**config.mk**
```make
export PLATFORM = sky130hd
export DESIGN_NAME = led_frame_arbiter
export DESIGN_NICKNAME = d
export VERILOG_FILES = /design/src/rtl/led_frame_arbiter.sv
export SDC_FILE = /design/constraint.sdc
export NUM_CORES = 1
export LEC_CHECK = 0
export CAP_MARGIN = 20
export CORE_AREA = 2 2 144 146
export CTS_BUF_LIST = sky130_fd_sc_hd__clkbuf_16
export CTS_CLUSTER_DIAMETER = 30
export DETAILED_ROUTE_END_ITERATION = 10
export DIE_AREA = 0 0 146 148
export HOLD_SLACK_MARGIN = 0.1
export PLACE_DENSITY = 0.7
export SLEW_MARGIN = 25
export SYNTH_ARGS = -nofsm -noshare
export SYNTH_HDL_FRONTEND = slang
export SYNTH_SLANG_ARGS = --single-unit
export TNS_END_PERCENT = 50
```
**constraint.sdc**
```tcl
create_clock -name clk -period 2.4 [get_ports clk]
set_input_delay 0.48 -clock clk [delete_from_list [all_inputs] [get_ports clk]]
set_output_delay 0.48 -clock clk [all_outputs]
set_load 0.05 [all_outputs]
```
**src/rtl/led_frame_arbiter.sv**
```systemverilog
// Round-robin arbiter that feeds 5-LED GRB frames from two requesters to a WS2812B
// strip sender, with a send watchdog and an inter-frame latch gap.
module led_frame_arbiter #(
  parameter int unsigned LATCH_CYCLES = 15000,
  parameter int unsigned TX_TIMEOUT   = 200000
) (
  input  logic         clk,
  input  logic         reset,
  input  logic         req0,
  input  logic         req1,
  input  logic [119:0] grb0,
  input  logic [119:0] grb1,
  output logic         gnt0,
  output logic         gnt1,
  output logic [119:0] frameGRB,
  output logic         sendStart,
  input  logic         sendDone,
  output logic         ready,
  output logic         txError
);

  typedef enum logic [1:0] {
    IDLE  = 2'd0,
    GRANT = 2'd1,
    SEND  = 2'd2,
    LATCH = 2'd3
  } state_t;

  localparam logic [19:0] TX_LAST    = 20'(TX_TIMEOUT - 1);
  localparam logic [19:0] LATCH_LAST = 20'(LATCH_CYCLES - 1);

  state_t      state;
  state_t      state_nxt;
  logic [19:0] cnt;
  logic        last_grant;
  logic        winner;
  logic        winner_nxt;
  logic        done_ok;
  logic        timeout;

  // A done report in the sendStart cycle is stale and must not end the frame.
  assign done_ok    = sendDone && (cnt != '0);
  assign timeout    = (cnt == TX_LAST);
  assign winner_nxt = (req0 && req1) ? ~last_grant : req1;

  always_ff @(posedge clk) begin
    if (!reset) state <= IDLE;
    else        state <= state_nxt;
  end

  always_comb begin
    state_nxt = state;
    unique case (state)
      IDLE:    if (req0 || req1) state_nxt = GRANT;
      GRANT:   state_nxt = SEND;
      SEND:    if (done_ok || timeout) state_nxt = LATCH;
      LATCH:   if (cnt == LATCH_LAST) state_nxt = IDLE;
      default: state_nxt = IDLE;
    endcase
  end

  always_comb begin
    ready     = (state == IDLE);
    gnt0      = (state == GRANT) && !winner;
    gnt1      = (state == GRANT) &&  winner;
    sendStart = (state == SEND) && (cnt == '0);
  end

  // Counter restarts on every state change so SEND and LATCH each time from zero.
  always_ff @(posedge clk) begin
    if (!reset) begin
      cnt        <= '0;
      frameGRB   <= '0;
      last_grant <= 1'b1;
      winner     <= 1'b0;
      txError    <= 1'b0;
    end else begin
      if (state != state_nxt)
        cnt <= '0;
      else if (state == SEND || state == LATCH)
        cnt <= cnt + 20'd1;
      if (state == IDLE)
        winner <= winner_nxt;
      if (state == GRANT) begin
        frameGRB   <= winner ? grb1 : grb0;
        last_grant <= winner;
      end
      if (state == SEND && timeout && !done_ok)
        txError <= 1'b1;
    end
  end

endmodule
```
==> flow_summary.toml <==
[status]
outcome = "finished clean"

[pwr]
power.leakage_uw = 0.00385
pwr-share-comb = 0.319
power.total_uw = 8210
powerDensity_mw_per_mm2 = 736
intPower_uw = 5500
clkPwrFrac = 0.340
switching_share = 0.330
power.switching_uw = 2710
irDropWorstVdd_uv = 477
seqPwrFrac = 0.341

[timing]
slew_viol_final = 0
hold_viol_final = 0
finalSetupViolCount = 0
relSlewSlack = 0.563
fin_skew_ps = 17.0
timing.fmax_ghz = 0.441
hold_ws_ps = 465
tightest_slew_ps = 649
period_share = 0.945
finalCriticalPeriod_ps = 2270

[routing]
vias = 6109
drcViolationCount = 0
wl_per_cell_um = 15.7
first_pass_iters = 4
drt_iter0_drc = 224
antenna_left = 0
wl_mm = 20.6
routed_via_density = 4.66

[synthesis]
synth_cell_types = 39
syn_area_per_cell_um2 = 9.46
synth_nets = 929
yosysWarningCount = 0
syn_area_mm2 = 0.00644
syn-instance-count = 681
synth_seq_cells = 145
ys_seq_area_frac = 0.450

[floorplanning]
die_width_um = 146
initial_core_util = 0.322
die_area_mm2 = 0.0216
io_pins = 370
die_h_um = 148
fp.coreArea_mm2 = 0.0200
rows = 52

[clocking]
htreeDepth = 4
clock_sinks = 145
cts_hold_buf = 0
clkLatencyLatePin_ps = 420
cts_tree = "yes"
cts_buffers = 17
clk_pin_slew_ps = 60
root_buffer = "clkbuf_16"
clk_path_buf_depth = 2

[worst_setup_path]
path_class = "flip-flop to primary output"
crit_fanout = 6
timing.critical_path.required_ps = 1920
crit_path_start_kind = "flip-flop"
crit_arrival_ps = 1790
r2r_cells = 9
r2r_end = "cnt[19]$_SDFFE_PP0P_"
rrSetupSlack_ps = 390
crit_path_end_kind = "primary output"
r2r-start = "cnt[0]$_SDFFE_PP0P_"

[final_layout]
final_common_cell = "clkdlybuf4s50_1"
drive_above_1_share = 0.0635
stdcell_area_mm2 = 0.0112
fin_cells = 1311
nets = 1275
area_delta_synth_final_pct = 73.1
layout_common_cells = "clkdlybuf4s50_1 (365), nor2_1 (147), dfxtp_1 (143)"

[place]
dp_hpwl_mm = 15.6
gp_congestion = 0.763
io_buffers = 369
placed_area_mm2 = 0.0105
dp_cells = 1275

[grt]
grt_usage = 0.188
gr-total-overflow = 0
antenna_found_initial = 3
grt_pass1_vias = 6011
grt_max_degree = 135
grt_pass1_wl_mm = 32.3

[min_path]
min_from = "last_grant$_SDFFE_PN1N_"
hold_path.class = "flip-flop to flip-flop"
holdPathStages = 1
min_to = "last_grant$_SDFFE_PN1N_"

[job]
maxCapViolCount = 0
[critical path, cell delays in order (launching register included)]
cell     delay, ps
dfxtp_4        360
inv_2           60
ha_1           150
nor4b_4        210
nand3_2        140
nor4b_4        280
buf_12         180
[through the flow]
stage / TNS [ps] / utilization / setup slack (ps)
after floorplan: 0 / - / 82.3
after global placement: 0 / 0.522 / 323
after detailed placement: 0 / 0.522 / 287
after CTS: 0 / 0.554 / 1.20
after global routing: -21.0 / 0.557 / -21.0
final: 0 / 0.557 / 132
[how the worst max path moves through the flow]
stage                              from              endpoint  slack (ps)  cells after the start
finish              cnt[0]$_SDFFE_PP0P_             sendStart         130                      6
global route        cnt[1]$_SDFFE_PP0P_             sendStart         -20                      6
CTS                 cnt[0]$_SDFFE_PP0P_             sendStart           1                      6
detailed placement                 req1  cnt[19]$_SDFFE_PP0P_         290                      5
global placement                   req1  cnt[14]$_SDFFE_PP0P_         320                      5
floorplan           cnt[0]$_SDFFE_PP0P_             sendStart          80                      5
[power groups by stage]
stage                     Sequential [uW]  Clock (uW)  Combinational, uW
after floorplan                      3650           0                751
after global placement               2840           0               2620
after detailed placement             2850           0               2630
after CTS                            2800        2860               2640
after global routing                 2830        2980               2770
final                                2800        2790               2620
[cell families (layout without fill, tap and decap cells)]
kind of cell	after synthesis	after routing	synth area share
AOI/OAI and AO/OA	133	133	0.157
and+or+nand+nor	198	198	0.132
DFF	145	145	0.450
other	0	1	0
adders and majority gates	3	3	0.00583
buffers and inverters	63	422	0.0419
xor gates and xnor gates	18	18	0.0245
muxes	121	121	0.188
[synth_stat cells]
| master | n | share of area |
|---|---|---|
| clkbuf_1 | 35 | 0.020 |
| a21o_1 | 1 | 0.0012 |
| nor4_1 | 4 | 0.0039 |
| nor4b_1 | 2 | 0.0027 |
| or2_2 | 1 | 0.00097 |
| o21a_1 | 1 | 0.0012 |
| o41a_1 | 1 | 0.0017 |
| o2111ai_1 | 1 | 0.0014 |
| nor2b_1 | 2 | 0.0019 |
| a41oi_1 | 1 | 0.0014 |
| nand2_1 | 11 | 0.0064 |
| o21ai_0 | 3 | 0.0023 |
| dfxtp_1 | 145 | 0.45 |
| nor3_1 | 2 | 0.0016 |
| buf_1 | 2 | 0.0012 |
| o2111ai_4 | 1 | 0.0041 |
| a21oi_1 | 2 | 0.0016 |
| a211oi_1 | 120 | 0.14 |
| buf_6 | 1 | 0.0017 |
| nand3_1 | 10 | 0.0078 |
| and3_1 | 2 | 0.0019 |
| mux2i_1 | 121 | 0.19 |
| or3_1 | 1 | 0.00097 |
| nand2b_1 | 1 | 0.00097 |
| a211o_1 | 1 | 0.0014 |
| and2_1 | 2 | 0.0019 |
| and4b_1 | 1 | 0.0016 |
| or3b_2 | 1 | 0.0014 |
| xnor2_1 | 5 | 0.0068 |
| xor2_1 | 13 | 0.018 |
| inv_1 | 3 | 0.0017 |
| buf_2 | 21 | 0.016 |
| o21ai_2 | 1 | 0.0014 |
| nor4_2 | 1 | 0.0019 |
| and4_1 | 2 | 0.0027 |
| clkinv_1 | 1 | 0.00058 |
| nor2_1 | 147 | 0.086 |
| ha_1 | 3 | 0.0058 |
| nand4_1 | 8 | 0.0078 |
[repair_timing]
action,CTS,global route
pin swaps,2,2
resized for setup,2,8
setup buffers,1,2
setup endpoints to repair,1,1
[flip-flops by register name, summed over array words and instances (netlist names)]
| register | flops |
|---|---|
| txError | 1 |
| cnt | 20 |
| frameGRB | 120 |
| winner | 1 |
| last_grant | 1 |
| state | 2 |
[metal layers]
| layer | wire, um | GRT usage | vias up |
|---|---|---|---|
| met5 | 25 | 0 | - |
| met4 | 309 | 0.0592 | 4 |
| met3 | 1840 | 0.0772 | 26 |
| met2 | 10100 | 0.316 | 216 |
| met1 | 8360 | 0.218 | 2701 |
| li1 | - | - | 3162 |
[final cells by class]
| cell class | count | area [um2] |
|---|---|---|
| diodes | 1 | 2.50 |
| clock buffers | 17 | 425 |
| clock inverters | 15 | 196 |
| fillers | 1821 | 8880 |
| inverters | 4 | 17.5 |
| multi-input cells | 473 | 3330 |
| flip-flops and latches | 145 | 2910 |
| well taps | 270 | 338 |
| repair buffers | 386 | 3940 |
Note: power is estimated with default switching activity, not from simulation.
